`config.mk`:
```
export PLATFORM = sky130hd
export DESIGN_NAME = apb_requester
export DESIGN_NICKNAME = d
export VERILOG_FILES = /design/src/rtl/apb_requester.sv
export SDC_FILE = /design/constraint.sdc
export NUM_CORES = 1
export LEC_CHECK = 0
export ABC_AREA = 1
export CAP_MARGIN = 5
export CORE_MARGIN = 2
export CORE_UTILIZATION = 38
export CTS_BUF_LIST = sky130_fd_sc_hd__clkbuf_16
export DETAILED_ROUTE_END_ITERATION = 12
export PLACE_DENSITY = 0.69
export SYNTH_ARGS = -nofsm -noshare
export SYNTH_HDL_FRONTEND = slang
export SYNTH_SLANG_ARGS = --single-unit
```
`constraint.sdc`:
```
create_clock -name PCLK -period 1.7 [get_ports PCLK]
set_clock_uncertainty 0.1 [all_clocks]
set_input_delay 0.34 -clock PCLK [delete_from_list [all_inputs] [get_ports PCLK]]
set_output_delay 0.34 -clock PCLK [all_outputs]
set_load 0.01 [all_outputs]
```
`src/rtl/apb_requester.sv`:
```
// ---------------------------------------------------------------------------
// apb_requester
//   Single-outstanding APB requester. Turns a valid/ready command into one
//   APB transfer (IDLE -> SETUP -> ACCESS) and returns a one-cycle response
//   pulse. If PREADY stays low for TIMEOUT consecutive ACCESS cycles, the
//   transfer is abandoned and an error response is returned.
//
// Ports
//   PCLK, PRESET         clock, synchronous active-high reset
//   cmd_valid/cmd_ready  command handshake (ready only while idle)
//   cmd_write/addr/wdata command fields, captured on accept
//   rsp_valid            one-cycle completion pulse
//   rsp_rdata/rsp_error  response payload, held until the next response
//   PSELx..PWDATA        APB requester outputs
//   PREADY, PRDATA       APB completer inputs
//
// Every output comes from a register or is decoded from the state register,
// so there is no combinational path from any input to any output.
// ---------------------------------------------------------------------------
module apb_requester #(
   parameter int unsigned ADDR_WIDTH = 7,
   parameter int unsigned DATA_WIDTH = 8,
   parameter int unsigned TIMEOUT    = 16   // legal range 2..255
) (
   input  logic                  PCLK,
   input  logic                  PRESET,
   input  logic                  cmd_valid,
   output logic                  cmd_ready,
   input  logic                  cmd_write,
   input  logic [ADDR_WIDTH-1:0] cmd_addr,
   input  logic [DATA_WIDTH-1:0] cmd_wdata,
   output logic                  rsp_valid,
   output logic [DATA_WIDTH-1:0] rsp_rdata,
   output logic                  rsp_error,
   output logic                  PSELx,
   output logic                  PENABLE,
   output logic                  PWRITE,
   output logic [ADDR_WIDTH-1:0] PADDR,
   output logic [DATA_WIDTH-1:0] PWDATA,
   input  logic                  PREADY,
   input  logic [DATA_WIDTH-1:0] PRDATA
);

   typedef enum logic [1:0] {
      S_IDLE   = 2'd0,
      S_SETUP  = 2'd1,
      S_ACCESS = 2'd2
   } state_t;

   state_t                r_state;
   logic [7:0]            r_wait;       // ACCESS cycles seen with PREADY low
   logic                  r_pwrite;
   logic [ADDR_WIDTH-1:0] r_paddr;
   logic [DATA_WIDTH-1:0] r_pwdata;
   logic                  r_rsp_valid;
   logic [DATA_WIDTH-1:0] r_rsp_rdata;
   logic                  r_rsp_error;
   logic                  w_last_wait;

   // True in the TIMEOUT-th consecutive ACCESS cycle; PREADY in that same
   // cycle still wins, so this only aborts when PREADY is low.
   assign w_last_wait = (r_wait == 8'(TIMEOUT - 1));

   always_ff @(posedge PCLK) begin
      if (PRESET) begin
         r_state     <= S_IDLE;
         r_wait      <= '0;
         r_pwrite    <= 1'b0;
         r_paddr     <= '0;
         r_pwdata    <= '0;
         r_rsp_valid <= 1'b0;
         r_rsp_rdata <= '0;
         r_rsp_error <= 1'b0;
      end else begin
         r_rsp_valid <= 1'b0;
         case (r_state)
            S_IDLE: begin
               if (cmd_valid) begin
                  r_pwrite <= cmd_write;
                  r_paddr  <= cmd_addr;
                  r_pwdata <= cmd_wdata;
                  r_state  <= S_SETUP;
               end
            end
            S_SETUP: begin
               r_wait  <= '0;
               r_state <= S_ACCESS;
            end
            S_ACCESS: begin
               if (PREADY) begin
                  r_state     <= S_IDLE;
                  r_pwrite    <= 1'b0;
                  r_rsp_valid <= 1'b1;
                  r_rsp_error <= 1'b0;
                  r_rsp_rdata <= r_pwrite ? '0 : PRDATA;
               end else if (w_last_wait) begin
                  r_state     <= S_IDLE;
                  r_pwrite    <= 1'b0;
                  r_rsp_valid <= 1'b1;
                  r_rsp_error <= 1'b1;
                  r_rsp_rdata <= '0;
               end else begin
                  r_wait <= r_wait + 8'd1;
               end
            end
            default: r_state <= S_IDLE;
         endcase
      end
   end

   assign cmd_ready = (r_state == S_IDLE);
   assign PSELx     = (r_state != S_IDLE);
   assign PENABLE   = (r_state == S_ACCESS);
   assign PWRITE    = r_pwrite;
   assign PADDR     = r_paddr;
   assign PWDATA    = r_pwdata;
   assign rsp_valid = r_rsp_valid;
   assign rsp_rdata = r_rsp_rdata;
   assign rsp_error = r_rsp_error;

endmodule

```
==> results.sh, run 1 <==
export IMPL_grt_max_degree=17
export IMPL_route_met3_wl_um=371
export IMPL_leakagePower_nw=1.04
export IMPL_required_ns=1.26
export IMPL_yosys_warnings=0
export IMPL_syn_mean_instance_area_um2=7.33
export IMPL_dp_hpwl_um=2810
export IMPL_drv_slew=0
export IMPL_post_cts_repair_setup_buffers=0
export IMPL_min_path_cells=2
export IMPL_power_density_mw_per_mm2=965
export IMPL_htree_levels=2
export IMPL_nets=324
export IMPL_wl_per_cell_um=11.4
export IMPL_synthesis_area_mm2=0.00167
export IMPL_crit_path_end_kind="output port"
export IMPL_status="completed"
export IMPL_clkPwrFrac_pct=41.9
export IMPL_critPathMaxFanout=3
export IMPL_comb_power_share_pct=19.2
export IMPL_arrival_ns=1.22
export IMPL_fin_ws_ns=0.0421
export IMPL_synthTopCellsByArea="dfxtp_1 (43%), nor2_1 (11%), nand2_1 (8.8%)"
export IMPL_ioPinCount=57
export IMPL_gr_total_overflow=0
export IMPL_grt_pass1_vias=1574
export IMPL_max_cap_violations=0
export IMPL_core_area_mm2=0.00429
export IMPL_min_path_type="reg -> reg"
export IMPL_finalHoldViolCount=0
export IMPL_die_area_mm2=0.00494
export IMPL_period_share_pct=97.5
export IMPL_multi_input_area_um2=810
export IMPL_port_buffers=56
export IMPL_tightest_slew_ns=0.351
export IMPL_drt_pass1_iterations=4
export IMPL_drt_iter0_drc=116
export IMPL_n_antenna_cell=0
export IMPL_max_stage_delay_ns=0.35
export IMPL_reg2reg_depth=9
export IMPL_die_w_um=70.3
export IMPL_path_clk_slew_ns=0.05
export IMPL_vias=1614
export IMPL_cts_buffers=5
export IMPL_finalSetupViolations=0
export IMPL_grt_setup_unrepaired="true"
export IMPL_power_w=0.00242
export IMPL_drc_errors=0
export IMPL_drive_gt1_share_pct=12.3
export IMPL_finalWorstPathRequiredPeriod_ns=1.66
export IMPL_cts_root_buffer="clkbuf_16"
export IMPL_dr_wl_met2_um=1780
export IMPL_cts_buffer_depth=2
export IMPL_area_delta_synth_final_pct=50.0
export IMPL_slew_headroom_pct=76.6
export IMPL_switchingPower_w=0.000598
export IMPL_synthDistinctLibCells=27
export IMPL_synth_cells=228
export IMPL_start_util_pct=38.9
export IMPL_gr_usage_all_layers_pct=17.3
export IMPL_max_clock_freq_mhz=603
export IMPL_gp_congestion=0.831
export IMPL_wl_met1_um=1730
export IMPL_crit_slowest_cell="dfxtp_1"
export IMPL_synth_top_area_share_pct=43.1
export IMPL_cts_tree="yes"
export IMPL_vdd_drop_max_uv=619
export IMPL_final_seq_area_um2=721
export IMPL_worst_setup_path_start_kind="register"
export IMPL_dp_slack_ns=-0.00190
export IMPL_seqPwrFrac_pct=38.9
export IMPL_layout_commonest_cell="clkdlybuf4s50_1"
export IMPL_swShare_pct=24.7
export IMPL_syn_num_nets=260
export IMPL_finalWirelength_um=3930
export IMPL_rows=24
export IMPL_synth_top_cell_by_area="dfxtp_1"
export IMPL_clock_latency_ns=0.27
export IMPL_numClockSinks=36
export IMPL_viasPerCell=4.68
export IMPL_grt_pass1_wl_um=6920
export IMPL_ys_seq_area_share_pct=43.1
export IMPL_final_cell_mix="clkdlybuf4s50_1 (53), nor2_1 (48), nand2_1 (38)"
export IMPL_internal_power_w=0.00182
export IMPL_grt_antenna_before_repair=0
export IMPL_worstPathCellList="inv_1 -> ha_1 -> inv_2 -> clkdlybuf4s15_2"
export IMPL_path_class="reg -> out"
export IMPL_nFillCells=412
export IMPL_highest_layer="met4"
export IMPL_drtAntennaViolNets=0
export IMPL_ys_ff_latch=36
export IMPL_dieHeight_um=70.3
==> repair_timing <==
item                       in CTS  in global routing
hold buffers                    0                  0
setup endpoints to repair       3                  4
resized for setup               5                  3
==> critical path: cells and delay by family, from the launching register on <==
kind,cells,cell delay (ns)
fa+ha+maj,1,0.22
buf+inv,3,0.37
flops,1,0.35
==> layer usage <==
| metal | global-route usage, % | up-vias |
|---|---|---|
| met2 | 26.9 | 56 |
| met4 | 5.13 | 0 |
| met3 | 7.79 | 5 |
| li1 | - | 856 |
| met5 | 0 | - |
| met1 | 21.5 | 697 |
==> Yosys cell counts <==
cell      number
nand3_1       13
nand3_4        1
o21ai_2        2
nand2_1       39
buf_6          1
o21bai_1       1
ha_1           4
inv_1         24
o21bai_2       1
nor2_4         2
or2_2          1
clkinv_1       1
nor2_1        48
a21oi_2        1
buf_2          3
buf_4          2
nor2_2         2
a21oi_1        9
nand2_2        3
nand3_2        1
o21ai_1        6
clkbuf_1       2
nand4_1        3
nand2_4        2
nand4_4        1
dfxtp_1       36
o21ai_0       19
==> sequential cells by signal (all words and copies together) (netlist names) <==
| register | flops |
|---|---|
| r_state | 2 |
| PWDATA | 8 |
| rsp_valid | 1 |
| PADDR | 7 |
| rsp_rdata | 8 |
| rsp_error | 1 |
| PWRITE | 1 |
| r_wait | 8 |
==> path summary, 6_finish.rpt <==
check | start | endpoint | slack, ns
hold / removal | rsp_error | rsp_error | 0.35
setup / recovery | r_state[1] | PSELx | 0.04
setup reg to reg | r_state[0] | PWRITE | 0.12
hold reg to reg | rsp_error | rsp_error | 0.35
==> metrics by stage <==
stage / area [um2] / hold WS, ns / TNS (ns) / utilization (%) / instances
floorplan: 1670 / 0.302 / 0 / - / 228
CTS: 2500 / 0.350 / 0 / 58.3 / 345
global route: 2510 / 0.368 / -0.0893 / 58.4 / 345
detailed placement: 2340 / 0.342 / -0.00190 / 54.5 / 337
global placement: 2340 / 0.339 / 0 / 54.5 / 337
finish: 2510 / 0.347 / 0 / 58.4 / 345
==> cell families after synthesis <==
family          share of synthesized area [%]
compound gates                           12.9
fa+ha+maj                                3.00
buf+inv                                  8.54
flops                                    43.1
simple gates                             32.4
==> power by group through the flow <==
stage	registers, W	clock network [W]	logic [W]
2_1_floorplan	0.000974	0	0.000220
3_3_place_gp	0.000955	0	0.000466
3_5_place_dp	0.000959	0	0.000467
4_1_cts	0.000942	0.00104	0.000467
5_1_grt	0.000949	0.00108	0.000523
6_report	0.000941	0.00101	0.000464
==> layout make-up <==
type                            instances  share of cell area (%)
Clock buffer                            5                    4.99
Clock inverter                          3                    1.55
Inverter                               25                    3.74
Multi-Input combinational cell        159                    32.3
Sequential cell                        36                    28.8
Tap cell                               52                    2.60
Timing Repair Buffer                   65                    26.1
(Power assumes the default switching activity.)
==> run 2, diff against run 1 <==
clock period = 2.1 ns   (was 1.7 ns; I/O delays follow)
==> run 2 against run 1 <==
Effect of this change:
- setup slack better by 0.11 ns
- first-iteration DRC count fell by 14%
- routed wire length shrank 0.61%
- combinational power fell by 22%
- sequential power fell by 19%
- sequential cell count is the same
- final cell count down 0.87%
- core utilization down 1.1 points
- critical path type unchanged
- largest cell class unchanged
==> results.sh, run 2 (same netlist as run 1, synthesis figures left out) <==
export IMPL_worstPathCellList="inv_1 -> ha_1 -> clkdlybuf4s50_1"
export IMPL_finalWorstPathRequiredPeriod_ns=1.95
export IMPL_fin_area_mm2=0.00246
export IMPL_drt_iter0_drc=100
export IMPL_arrival_ns=1.43
export IMPL_nFillCells=432
export IMPL_start_util_pct=38.9
export IMPL_wl_per_cell_um=11.4
export IMPL_tns_ns=0
export IMPL_finalWirelength_um=3910
export IMPL_grt_setup_unrepaired="false"
export IMPL_grt_antenna_before_repair=0
export IMPL_clkPwrFrac_pct=42.4
export IMPL_path_class="reg -> out"
export IMPL_drv_slew=0
export IMPL_viasPerCell=4.61
export IMPL_cts_tree="yes"
export IMPL_comb_power_share_pct=18.6
export IMPL_critPathMaxFanout=3
export IMPL_dieHeight_um=70.3
export IMPL_status="completed"
export IMPL_nets=321
export IMPL_vdd_drop_max_uv=423
export IMPL_finalHoldViolCount=0
export IMPL_gr_total_overflow=0
export IMPL_swShare_pct=25.0
export IMPL_switchingPower_w=0.000488
export IMPL_port_buffers=56
export IMPL_drt_pass1_iterations=4
export IMPL_grt_pass1_vias=1507
export IMPL_die_area_mm2=0.00494
export IMPL_internal_power_w=0.00147
export IMPL_vias=1576
export IMPL_crit_path_end_kind="output port"
export IMPL_clock_latency_ns=0.28
export IMPL_drive_gt1_share_pct=10.3
export IMPL_gp_congestion=0.851
export IMPL_placed_area_mm2=0.00229
export IMPL_grt_pass1_wl_um=6780
export IMPL_place_inst=334
export IMPL_max_cap_violations=0
export IMPL_leakagePower_nw=1.03
export IMPL_crit_slowest_cell="clkdlybuf4s50_1"
export IMPL_fin_cells=342
export IMPL_slew_headroom_pct=76.3
export IMPL_core_area_mm2=0.00429
export IMPL_cts_root_buffer="clkbuf_16"
export IMPL_cts_buffer_depth=2
export IMPL_area_delta_synth_final_pct=47.2
export IMPL_worst_path_buf_inv=2
export IMPL_max_stage_delay_ns=0.55
export IMPL_rows=24
export IMPL_post_cts_repair_setup_buffers=0
export IMPL_ioPinCount=57
export IMPL_required_ns=1.58
export IMPL_min_path_type="reg -> reg"
export IMPL_htree_levels=2
export IMPL_die_w_um=70.3
export IMPL_final_cell_mix="clkdlybuf4s50_1 (55), nor2_1 (48), nand2_1 (39)"
export IMPL_max_clock_freq_mhz=513
export IMPL_multi_input_area_um2=807
export IMPL_finalSetupViolations=0
export IMPL_numClockSinks=36
export IMPL_power_density_mw_per_mm2=795
export IMPL_layout_commonest_cell="clkdlybuf4s50_1"
export IMPL_path_clk_slew_ns=0.06
export IMPL_cts_buffers=5
export IMPL_dp_hpwl_um=2830
export IMPL_drtAntennaViolNets=0
export IMPL_gr_usage_all_layers_pct=17.1
export IMPL_drc_errors=0
export IMPL_tightest_slew_ns=0.355
export IMPL_n_antenna_cell=0
export IMPL_period_share_pct=92.7
export IMPL_final_seq_area_um2=721
export IMPL_worst_setup_path_start_kind="register"
export IMPL_grt_max_degree=19
export IMPL_seqPwrFrac_pct=38.9
export IMPL_cp_top_family="buffers and inverters"
==> run 2: worst paths after layout <==
| kind | from | to | slack [ns] | cells past startpoint |
|---|---|---|---|---|
| worst min-delay path | rsp_error | rsp_error | 0.35 | 2 |
| worst min register to register | rsp_error | rsp_error | 0.35 | 2 |
| worst max register to register | r_state[0] | r_wait[0] | 0.43 | 7 |
| worst max-delay path | r_state[1] | cmd_ready | 0.15 | 3 |
==> run 2: repair_timing <==
item	4_1_cts	5_1_grt
endpoints found under the setup margin	0	1
resized for setup	0	1
hold buffers	0	0
endpoints found under the hold margin	0	0
==> run 2: through the flow <==
step                worst slack [ns]  hold slack, ns  total power (W)  util, %
finish                         0.152           0.348          0.00195     57.3
global route                  0.0772           0.372          0.00206     57.3
CTS                           0.0306           0.350          0.00197     57.2
detailed placement             0.331           0.341          0.00114     53.4
global placement               0.353           0.338          0.00114     53.4
floorplan                      0.564           0.350         0.000967        -
==> run 2: per-layer routing <==
layer  up-vias  global-route usage, %  wire [um]
met5         -                      0          0
met4         0                   4.49         49
met3         6                   7.79        353
met2        51                   25.8       1700
met1       678                   22.0       1800
li1        841                      -          -
==> run 2: power groups by stage <==
stage | clock network (W) | registers [W] | logic (W)
after floorplan | 0 | 0.000788 | 0.000178
after global placement | 0 | 0.000774 | 0.000364
after detailed placement | 0 | 0.000776 | 0.000365
after CTS | 0.000843 | 0.000761 | 0.000368
after global routing | 0.000882 | 0.000768 | 0.000406
final | 0.000830 | 0.000761 | 0.000364
==> run 2: layout make-up <==
cell class,instances,share of cell area [%]
repair buffers,62,24.7
clock buffers,5,5.09
flip-flops and latches,36,29.3
well taps,52,2.65
multi-input cells,159,32.8
clock inverters,3,1.58
inverters,25,3.82
==> run 2: tightest hold or removal path: cells and delay by family, from the launching register on <==
family                 cells  cell delay [ns]
AO/OA/AOI/OAI              1             0.05
buffers and inverters      1             0.05
flip-flops                 1             0.30
